File: src/rtl/dac_display_scanner_if.sv
// Bundle between the DAC register bank side and the display scanner.
// The master drives channel data and controls; the slave (the scanner)
// returns the formatted display words and status.
interface dac_display_scanner_if #(
  parameter int NUM_CH = 8
);
  localparam int CH_W = $clog2(NUM_CH);

  logic [NUM_CH*16-1:0] dac_flat;
  logic [NUM_CH*16-1:0] inp_flat;
  logic [CH_W-1:0]      ch_select;
  logic                 auto_scan;
  logic [1:0]           mode;
  logic                 freeze;
  logic [31:0]          display;
  logic [7:0]           digit_enable;
  logic [CH_W-1:0]      cur_channel;
  logic                 update_strobe;

  modport master (
    output dac_flat, inp_flat, ch_select, auto_scan, mode, freeze,
    input  display, digit_enable, cur_channel, update_strobe
  );

  modport slave (
    input  dac_flat, inp_flat, ch_select, auto_scan, mode, freeze,
    output display, digit_enable, cur_channel, update_strobe
  );
endinterface

File: src/rtl/dac_display_scanner.sv
// Channel selector / auto-scanner that formats the DAC input and output words
// of the selected channel for an 8-digit hex seven-segment driver.
// Pipeline: ch_select -> cur_channel_q -> display_q (two cycles);
// channel data -> display_q (one cycle).
module dac_display_scanner #(
  parameter int NUM_CH       = 8,
  parameter int DATA_W       = 16,
  parameter int DWELL_CYCLES = 100_000_000
) (
  input logic                  clk,
  input logic                  resetn,
  dac_display_scanner_if.slave bus
);

  localparam int CH_W = $clog2(NUM_CH);
  localparam int DW_W = $clog2(DWELL_CYCLES);

  localparam logic [CH_W-1:0] CH_LAST    = CH_W'(NUM_CH - 1);
  localparam logic [DW_W-1:0] DWELL_LAST = DW_W'(DWELL_CYCLES - 1);
  localparam logic [15:0]     DATA_MASK  = 16'((33'd1 << DATA_W) - 33'd1);

  logic [CH_W-1:0] cur_channel_q, cur_channel_d;
  logic [DW_W-1:0] dwell_q, dwell_d;
  logic [31:0]     display_q, display_d;
  logic [7:0]      digit_enable_q, digit_enable_d;
  logic            update_strobe_q, update_strobe_d;

  logic [15:0]     dac_word [NUM_CH];
  logic [15:0]     inp_word [NUM_CH];
  logic [CH_W-1:0] ch_clamped;
  logic [15:0]     sel_dac;
  logic [15:0]     sel_inp;
  logic [31:0]     fmt_display;
  logic [7:0]      fmt_enable;

  // Unpack the flat buses into per-channel words, dropping bits above DATA_W.
  for (genvar gi = 0; gi < NUM_CH; gi++) begin : g_unpack
    assign dac_word[gi] = bus.dac_flat[gi*16 +: 16] & DATA_MASK;
    assign inp_word[gi] = bus.inp_flat[gi*16 +: 16] & DATA_MASK;
  end

  // Out-of-range manual selections pin to the last real channel.
  assign ch_clamped = (32'(bus.ch_select) >= NUM_CH) ? CH_LAST : bus.ch_select;

  // Channel pointer and dwell counter; dwell stays at 0 in manual mode so a
  // return to auto-scan always starts a full dwell on the current channel.
  always_comb begin
    cur_channel_d = cur_channel_q;
    dwell_d       = dwell_q;
    if (bus.auto_scan) begin
      if (dwell_q == DWELL_LAST) begin
        dwell_d       = '0;
        cur_channel_d = (cur_channel_q == CH_LAST) ? '0 : cur_channel_q + 1'b1;
      end else begin
        dwell_d = dwell_q + 1'b1;
      end
    end else begin
      dwell_d       = '0;
      cur_channel_d = ch_clamped;
    end
  end

  // Pick the words of the registered channel (not the raw select).
  always_comb begin
    sel_dac = '0;
    sel_inp = '0;
    for (int k = 0; k < NUM_CH; k++) begin
      if (cur_channel_q == CH_W'(k)) begin
        sel_dac = dac_word[k];
        sel_inp = inp_word[k];
      end
    end
  end

  // Build the display word and digit mask for the requested mode.
  always_comb begin
    fmt_display = {sel_inp, sel_dac};
    fmt_enable  = 8'hFF;
    case (bus.mode)
      2'd0: begin
        fmt_display = {sel_inp, sel_dac};
        fmt_enable  = 8'hFF;
      end
      2'd1: begin
        fmt_display = {16'h0, sel_dac};
        fmt_enable  = 8'h0F;
      end
      2'd2: begin
        fmt_display = {4'(cur_channel_q), 12'h0, sel_dac};
        fmt_enable  = 8'h8F;
      end
      default: begin
        fmt_display = {sel_inp, 16'h0};
        fmt_enable  = 8'hF0;
      end
    endcase
  end

  // Display register: load while not frozen, strobe only when the load
  // actually changes what is shown.
  always_comb begin
    display_d       = display_q;
    digit_enable_d  = digit_enable_q;
    update_strobe_d = 1'b0;
    if (!bus.freeze) begin
      display_d       = fmt_display;
      digit_enable_d  = fmt_enable;
      update_strobe_d = (fmt_display != display_q) || (fmt_enable != digit_enable_q);
    end
  end

  // State registers with synchronous active-low reset.
  always_ff @(posedge clk) begin
    if (!resetn) begin
      cur_channel_q   <= '0;
      dwell_q         <= '0;
      display_q       <= 32'h0;
      digit_enable_q  <= 8'h00;
      update_strobe_q <= 1'b0;
    end else begin
      cur_channel_q   <= cur_channel_d;
      dwell_q         <= dwell_d;
      display_q       <= display_d;
      digit_enable_q  <= digit_enable_d;
      update_strobe_q <= update_strobe_d;
    end
  end

  assign bus.display       = display_q;
  assign bus.digit_enable  = digit_enable_q;
  assign bus.cur_channel   = cur_channel_q;
  assign bus.update_strobe = update_strobe_q;

endmodule
File: src/flat_wrapper.sv
// flat-port wrapper written by rule: the top's interface ports become plain ports
module dac_display_scanner_flat 
#(
  parameter int NUM_CH       = 8,
  parameter int DATA_W       = 16,
  parameter int DWELL_CYCLES = 100_000_000
)
  (clk, resetn, bus_dac_flat, bus_inp_flat, bus_ch_select, bus_auto_scan, bus_mode, bus_freeze, bus_display, bus_digit_enable, bus_cur_channel, bus_update_strobe);
  dac_display_scanner_if #(.NUM_CH(NUM_CH)) bus_i ();
  input logic clk;
  input logic resetn;
  input wire logic [$bits(bus_i.dac_flat)-1:0] bus_dac_flat;
  input wire logic [$bits(bus_i.inp_flat)-1:0] bus_inp_flat;
  input wire logic [$bits(bus_i.ch_select)-1:0] bus_ch_select;
  input wire logic [$bits(bus_i.auto_scan)-1:0] bus_auto_scan;
  input wire logic [$bits(bus_i.mode)-1:0] bus_mode;
  input wire logic [$bits(bus_i.freeze)-1:0] bus_freeze;
  output wire logic [$bits(bus_i.display)-1:0] bus_display;
  output wire logic [$bits(bus_i.digit_enable)-1:0] bus_digit_enable;
  output wire logic [$bits(bus_i.cur_channel)-1:0] bus_cur_channel;
  output wire logic [$bits(bus_i.update_strobe)-1:0] bus_update_strobe;
  assign bus_i.dac_flat = bus_dac_flat;
  assign bus_i.inp_flat = bus_inp_flat;
  assign bus_i.ch_select = bus_ch_select;
  assign bus_i.auto_scan = bus_auto_scan;
  assign bus_i.mode = bus_mode;
  assign bus_i.freeze = bus_freeze;
  assign bus_display = bus_i.display;
  assign bus_digit_enable = bus_i.digit_enable;
  assign bus_cur_channel = bus_i.cur_channel;
  assign bus_update_strobe = bus_i.update_strobe;
  dac_display_scanner #(.NUM_CH(NUM_CH), .DATA_W(DATA_W), .DWELL_CYCLES(DWELL_CYCLES)) u_core (.clk(clk), .resetn(resetn), .bus(bus_i));
endmodule
File: config.mk
export PLATFORM = sky130hd
export DESIGN_NAME = dac_display_scanner_flat
export DESIGN_NICKNAME = d
export VERILOG_FILES = /design/src/rtl/dac_display_scanner_if.sv /design/src/rtl/dac_display_scanner.sv /design/src/flat_wrapper.sv
export SDC_FILE = /design/constraint.sdc
export NUM_CORES = 1
export LEC_CHECK = 0
export ABC_AREA = 0
export BUFFER_PORTS_ARGS = -buffer_cell sky130_fd_sc_hd__buf_2
export CORE_AREA = 2 2 119 121
export DETAILED_ROUTE_END_ITERATION = 8
export DIE_AREA = 0 0 121 123
export GPL_ROUTABILITY_DRIVEN = 0
export PLACE_DENSITY_LB_ADDON = 0.08
export SLEW_MARGIN = 10
export SYNTH_ARGS = -nofsm -noshare
export SYNTH_HDL_FRONTEND = slang
export SYNTH_SLANG_ARGS = --single-unit
File: constraint.sdc
create_clock -name clk -period 7 [get_ports clk]
set_input_delay 1.4 -clock clk [delete_from_list [all_inputs] [get_ports clk]]
set_output_delay 1.4 -clock clk [all_outputs]
set_load 0.03 [all_outputs]
==> results by group, run 1 <==
Worst setup path
  • Worst R2R End: u_core.bus.update_strobe
  • Crit path largest cell delay: 0.81 ns
  • CP top delay family: compound AO/OA/AOI/OAI gates
  • R2R depth: 11
  • Max FO, Critical Path: 46
  • Most frequent CP cell: buf_4
  • WP data arrival: 4.62 ns
  • Setup Crit Path Kind: flop to flop
  • WP data required: 7.24 ns
  • Crit-path slowest cell: o311ai_1
  • Crit start category: flop
  • Crit-path cells: buf_4 -> inv_2 -> ha_1 -> buf_4 -> or2_1 -> o311ai_1 -> mux2_1 -> a221oi_1 -> o21ai_0 -> or4_1 -> o211a_1
  • Crit end category: flop
  • Critical path buffer and inverter count: 3
  • Worst reg2reg setup slack: 2.62 ns
  • Reg2reg start: u_core.bus.cur_channel[2]

Timing
  • Setup TNS: 0 ns
  • Period utilisation layout: 62.6%
  • Final Critical Period: 4.38 ns
  • Tightest Pin Transition: 1.05 ns
  • Clock skew: 0.00494 ns
  • RSZ-0062 raised after global routing: false
  • Worst-case headroom to the max-slew limit: 29.2%
  • Max frequency: 0.228 GHz
  • Fin. Hold Viols: 0
  • Max-slew violations: 0
  • Hold_ws: 0.440 ns
  • Setup Viol. Count Final: 0

Clock tree
  • Cts hold-fix bufs: 0
  • CTS tree: yes
  • Setup bufs post-CTS: 0
  • Clock Latency Late Sink: 0.34 ns
  • Clock tree sinks: 66
  • CTS H-Tree Depth: 3
  • Clock Tree Buf Depth: 2
  • Resize count post-CTS: 0
  • CTS clk-pin slew, worst paths: 0.06 ns
  • Root buffer cell: clkbuf_16
  • Num CTS Buffers: 9

Synthesis
  • Area leader, netlist: dfxtp_1
  • Post-synthesis cell area: 6360 um2
  • Seq/Total Area, Yosys: 20.8%
  • Mean Syn Cell Area: 7.26 um2
  • Syn Inst Count: 876
  • Yosys top cell area share: 20.8%
  • Synthesized flop and latch total: 66
  • EDFF count, synth: 0
  • Post-synth cell types: 83
  • Post-Syn Nets: 1,152
  • Yosys warning total: 0
  • Top_reg_cell synth: dfxtp_1
  • Asr flop ratio synth: 0%
  • Area contributors post-synth: dfxtp_1 (21%), nor2_1 (5.3%), a21oi_1 (4.6%)

Hold path
  • Hold EP: u_core.dwell_q[0]
  • Hold path depth: 1
  • Min-Delay Startpoint: u_core.dwell_q[0]
  • Hold Crit Class: flop to flop

Floorplanning
  • # rows: 43
  • Die X: 121 um
  • Initial Utilization: 46.7%
  • Core Region: 13,600 um2
  • Die Ht: 123 um
  • Die area: 14,900 um2
  • Io pins: 309

Route
  • First-pass DRT Iterations: 6
  • Vias: 8,476
  • DRT iter0 DRCs: 1,372
  • Routed vias/inst: 6.45
  • # DRC: 0
  • Final antenna-violating net count: 0
  • Total detailed-routing wirelength: 29,700 um
  • WL/cell: 22.6 um

Global routing
  • Total track usage: 37.9%
  • First-pass GRT wire length: 43,000 um
  • Pin count of the biggest net entering global routing: 73
  • Grt ovf: 0
  • Initial antenna violation count: 0
  • Vias in the first global route: 7,575

Finish
  • Area Overhead vs Synth: 27.5%
  • Commonest non-fill, non-tap cell in the layout: buf_2
  • # nets final: 1,406
  • Final core occ: 59.6%
  • Most frequent cells in the layout: buf_2 (308), nor2_1 (89), dfxtp_1 (66), a21oi_1 (59), nand2_1 (57)
  • Area occupied by multi-input gates: 4560 um2
  • # fillers: 1,332
  • Fraction of layout cells with a size suffix above 1: 30.7%
  • Reg area: 1320 um2
  • Antenna fix cells: 0

Run
  • Max cap viols: 0

Power and ir drop
  • PwrDens: 166 nW/um2
  • Max VDD drop: 0.151 mV
  • Leak: 3.47 nW

Place
  • DP HPWL: 22,800 um
  • Port bufs: 308

Outcome
  • Status: complete, no violations
Yosys cell counts, drive strengths merged, types with 9 or more instances:
| master | n |
|---|---|
| a221oi | 25 |
| a21o | 10 |
| ha | 11 |
| a221o | 13 |
| o21ai | 51 |
| nor3 | 22 |
| o311ai | 11 |
| a211oi | 10 |
| nand3b | 16 |
| nor2 | 89 |
| nand2b | 18 |
| a22oi | 9 |
| nand3 | 33 |
| xor2 | 17 |
| xnor2 | 18 |
| nor2b | 30 |
| and3 | 12 |
| dfxtp | 66 |
| o211ai | 10 |
| clkbuf | 31 |
| a21oi | 59 |
| nand2 | 57 |
| and2 | 20 |
| o22ai | 13 |
| buf | 42 |
| nor4 | 9 |
| inv | 31 |
how the worst max path moves through the flow:
stage          cells after the start                       from                  endpoint  slack (ns)
6_report                          11  u_core.bus.cur_channel[2]  u_core.bus.update_strobe        2.62
2_1_floorplan                     12                bus_mode[0]  u_core.bus.update_strobe        3.25
5_1_grt                           11  u_core.bus.cur_channel[0]  u_core.bus.update_strobe        2.49
3_5_place_dp                      10                bus_mode[0]  u_core.bus.update_strobe        2.68
3_3_place_gp                      10                bus_mode[0]  u_core.bus.update_strobe        2.75
4_1_cts                           11  u_core.bus.cur_channel[2]  u_core.bus.update_strobe        2.77
report_power, final:
| group | switching (mW) | internal [mW] | leakage, nW |
|---|---|---|---|
| Sequential | 0.0216 | 0.390 | 0.537 |
| Clock | 0.190 | 0.245 | 0.134 |
| Combinational | 0.305 | 0.195 | 2.80 |
| Total | 0.517 | 0.830 | 3.47 |
logic make-up after synthesis:
logic type	after synthesis	share of synthesized area, %
compound gates	304	34.7
flops	66	20.8
mux	9	1.44
fa+ha+maj	11	2.16
xor+xnor	35	4.82
simple gates	346	28.4
buf+inv	105	7.69
routing by layer:
layer  vias to the layer above  track usage, %  share of wire, %  wire length (um)
met3                       129            8.63                12              3440
met5                         -               0                 0                 0
met1                      3863            49.1                39             11600
met2                       672            59.9                45             13200
met4                         0            17.7               5.0              1490
li1                       3812               -                 -                 -
state kept, by name, indices dropped and copies added, names as in the netlist:
name                      flops
u_core.bus.cur_channel        3
u_core.dwell_q               27
u_core.bus.digit_enable       3
u_core.bus.display           32
u_core.bus.update_strobe      1
worst register-to-register path: stages, from the launching register on:
cell and delay [ns]:
dfxtp_1 0.31, buf_4 0.40, inv_2 0.27, ha_1 0.26
buf_4 0.27, or2_1 0.61, o311ai_1 0.81, mux2_1 0.39
a221oi_1 0.19, o21ai_0 0.11, or4_1 0.43, o211a_1 0.23
cell type report:
type                            count  area share [%]
Tap cell                          180            2.78
Sequential cell                    66            16.3
Timing Repair Buffer              316            19.7
Multi-Input combinational cell    705            56.2
Clock inverter                      7           0.756
Inverter                           32            1.48
Clock buffer                        9            2.78
stage by stage:
step,worst slack (ns),power [mW],instances,cell area (um2)
2_1_floorplan,3.25,0.710,876,6360
3_3_place_gp,2.75,0.898,1299,7820
3_5_place_dp,2.68,0.899,1299,7820
4_1_cts,2.77,1.33,1315,8110
5_1_grt,2.49,1.39,1315,8110
6_report,2.62,1.35,1315,8110
(Power assumes the default switching activity.)
==> run 2: changes to the inputs <==
- ABC_AREA: 0 -> 1
- CORE_AREA: 2 2 119 121 -> default
- CORE_ASPECT_RATIO: default -> 0.8
- CORE_MARGIN: default -> 1
- CORE_UTILIZATION: default -> 49
- DIE_AREA: 0 0 121 123 -> default
- clock period: 7 -> 4.4 ns (I/O delays scaled with it)
==> results by group, run 2 <==
Floorplanning
  • Io pins: 309 (unchanged)
  • Initial Utilization: 51.3% (was 46.7%)
  • Die area: 14,200 um2 (was 14,900 um2)
  • Die Ht: 107 um (was 123 um)
  • Core Region: 13,100 um2 (was 13,600 um2)
  • Die X: 133 um (was 121 um)
  • # rows: 37 (was 43)

Place
  • Pre-CTS setup slack: 1.08 ns (was 2.68 ns)
  • Placed Instances: 1,716 (was 1,299)
  • DP HPWL: 18,900 um (was 22,800 um)
  • Port bufs: 308 (unchanged)

Clock tree
  • Setup bufs post-CTS: 0 (unchanged)
  • CTS clk-pin slew, worst paths: 0.06 ns (about the same)
  • Clock Tree Buf Depth: 2 (unchanged)
  • Clock tree sinks: 66 (unchanged)
  • Num CTS Buffers: 9 (unchanged)
  • CTS H-Tree Depth: 3 (unchanged)
  • CTS tree: yes (unchanged)
  • Cts hold-fix bufs: 0 (unchanged)
  • Resize count post-CTS: 0 (unchanged)
  • Root buffer cell: clkbuf_16 (unchanged)
  • Clock Latency Late Sink: 0.34 ns (about the same)

Timing
  • Fin. Hold Viols: 0 (unchanged)
  • Setup Viol. Count Final: 0 (unchanged)
  • RSZ-0062 raised after global routing: false (unchanged)
  • Worst setup margin: 0.997 ns (was 2.62 ns)
  • Worst-case headroom to the max-slew limit: 21.8% (was 29.2%)
  • Tightest Pin Transition: 1.17 ns (was 1.05 ns)
  • Final Critical Period: 3.40 ns (was 4.38 ns)
  • Setup TNS: 0 ns (unchanged)
  • Clock skew: 0.00762 ns (was 0.00494 ns)
  • Max-slew violations: 0 (unchanged)
  • Max frequency: 0.294 GHz (was 0.228 GHz)
  • Period utilisation layout: 77.4% (was 62.6%)

Synthesis
  • Syn Inst Count: 1,288 (was 876)
  • EDFF count, synth: 0 (unchanged)
  • Yosys warning total: 0 (unchanged)
  • Post-Syn Nets: 1,564 (was 1,152)
  • Top post-synthesis cells by count: nand2_1 (494), nor2_1 (167), inv_1 (155), nand3_1 (89), dfxtp_1 (66) (was nor2_1 (89), dfxtp_1 (66), a21oi_1 (59), nand2_1 (57), o21ai_0 (48))
  • Top_reg_cell synth: dfxtp_1 (unchanged)
  • Post-synth cell types: 41 (was 83)
  • Yosys top cell area share: 27.5% (was 20.8%)
  • Asr flop ratio synth: 0% (unchanged)
  • Mean Syn Cell Area: 5.24 um2 (was 7.26 um2)
  • Seq/Total Area, Yosys: 19.6% (was 20.8%)
  • Area leader, netlist: nand2_1 (was dfxtp_1)
  • Synthesized flop and latch total: 66 (unchanged)
  • Area contributors post-synth: nand2_1 (27%), dfxtp_1 (20%), nor2_1 (9.3%) (was dfxtp_1 (21%), nor2_1 (5.3%), a21oi_1 (4.6%))
  • Post-synthesis cell area: 6750 um2 (was 6360 um2)
  • Most frequent cell after synthesis: nand2_1 (was nor2_1)

Power and ir drop
  • Max VDD drop: 0.200 mV (was 0.151 mV)
  • Final Power: 2.18 mW (was 1.35 mW)
  • PwrDens: 255 nW/um2 (was 166 nW/um2)
  • Leak: 5.00 nW (was 3.47 nW)

Worst setup path
  • Crit path largest cell delay: 0.65 ns (was 0.81 ns)
  • CP top delay family: simple AND/OR/NAND/NOR gates (was compound AO/OA/AOI/OAI gates)
  • Crit-path cells: inv_1 -> ha_1 -> nand2_1 -> buf_4 -> or2_1 -> nand2_1 -> nand2_1 -> nand2_1 -> nand2_1 -> nand3b_1 -> nand2_1 -> nor2_1 -> nand2_1 -> nor2_1 -> nand2_1 -> nor2_1 -> a21oi_1 (was buf_4 -> inv_2 -> ha_1 -> buf_4 -> or2_1 -> o311ai_1 -> mux2_1 -> a221oi_1 -> o21ai_0 -> or4_1 -> o211a_1)
  • Crit end category: flop (unchanged)
  • Setup Crit Path Kind: flop to flop (unchanged)
  • Most frequent CP cell: nand2_1 (was buf_4)
  • Critical path buffer and inverter count: 2 (was 3)
  • WP data required: 4.62 ns (was 7.24 ns)
  • Max FO, Critical Path: 34 (was 46)
  • Crit start category: flop (unchanged)
  • Crit-path slowest cell: nand2_1 (was o311ai_1)
  • WP data arrival: 3.63 ns (was 4.62 ns)

Global routing
  • Initial antenna violation count: 0 (unchanged)
  • Total track usage: 33.6% (was 37.9%)
  • Vias in the first global route: 7,750 (was 7,575)
  • Grt ovf: 0 (unchanged)
  • Pin count of the biggest net entering global routing: 66 (was 73)
  • First-pass GRT wire length: 37,700 um (was 43,000 um)

Finish
  • Area Overhead vs Synth: 26.5% (was 27.5%)
  • Max reg flops: 32 (unchanged)
  • # nets final: 1,828 (was 1,406)
  • Final std cells w/o fill: 1,731 (was 1,315)
  • Most frequent cells in the layout: nand2_1 (493), buf_2 (308), nor2_1 (167), inv_1 (154), nand3_1 (89) (was buf_2 (308), nor2_1 (89), dfxtp_1 (66), a21oi_1 (59), nand2_1 (57))
  • Final core occ: 64.9% (was 59.6%)
  • Antenna fix cells: 0 (unchanged)
  • Commonest non-fill, non-tap cell in the layout: nand2_1 (was buf_2)
  • # fillers: 1,367 (was 1,332)
  • Fraction of layout cells with a size suffix above 1: 24.9% (was 30.7%)

Run
  • Max cap viols: 0 (unchanged)

Route
  • WL/cell: 13.9 um (was 22.6 um)
  • Vias: 8,666 (was 8,476)
  • Final antenna-violating net count: 0 (unchanged)
  • DRT iter0 DRCs: 569 (was 1,372)
  • Total detailed-routing wirelength: 24,100 um (was 29,700 um)
  • Routed vias/inst: 5.01 (was 6.45)
  • # DRC: 0 (unchanged)
  • First-pass DRT Iterations: 5 (was 6)

Hold path
  • Hold Crit Class: flop to flop (unchanged)

Outcome
  • Status: complete, no violations (unchanged)
[run 2: cell families (layout without fill, tap and decap cells)]
group | count (synthesis) | in the layout | synth area share (%)
XOR/XNOR | 9 | 9 | 1.17
buffers and inverters | 235 | 503 | 13.9
AO/OA/AOI/OAI | 131 | 131 | 10.2
AND/OR/NAND/NOR | 836 | 836 | 53.1
flip-flops | 66 | 66 | 19.6
adder cells (fa/ha/maj) | 11 | 11 | 2.04
[run 2: report_power, final]
part | total (mW) | leakage [nW] | internal, mW | switching [mW]
logic | 0.885 | 4.33 | 0.319 | 0.566
clock network | 0.638 | 0.122 | 0.376 | 0.261
registers | 0.657 | 0.541 | 0.627 | 0.0302
[run 2: cell type report]
cell class	instances	area [um2]	area share, %
Multi-Input combinational cell	987	4490	52.6
Inverter	170	638	7.47
Clock buffer	12	236	2.77
Tap cell	175	219	2.56
Sequential cell	66	1320	15.5
Clock inverter	3	17.5	0.205
Timing Repair Buffer	318	1620	18.9
[run 2: path summary, 6_finish.rpt]
| check | from | end | slack (ns) | depth (start not counted) |
|---|---|---|---|---|
| worst min-delay path | u_core.dwell_q[0] | u_core.dwell_q[0] | 0.46 | 1 |
| worst max-delay path | u_core.bus.cur_channel[0] | u_core.bus.update_strobe | 1.0 | 17 |
| worst max register to register | u_core.bus.cur_channel[0] | u_core.bus.update_strobe | 1.0 | 17 |
| worst min register to register | u_core.dwell_q[0] | u_core.dwell_q[0] | 0.46 | 1 |
[run 2: layer usage]
metal / share of wire (%) / GRT usage [%]
met5: 0 / 0
met4: 4.3 / 16.0
met3: 7.8 / 7.04
met2: 47 / 57.8
met1: 41 / 40.1
[run 2: per-stage QoR]
step                      instance area (um2)  hold WS (ns)
after global routing                     8540         0.485
final                                    8540         0.456
after floorplan                          6750         0.429
after CTS                                8540         0.467
after detailed placement                 8280         0.455
after global placement                   8280         0.439
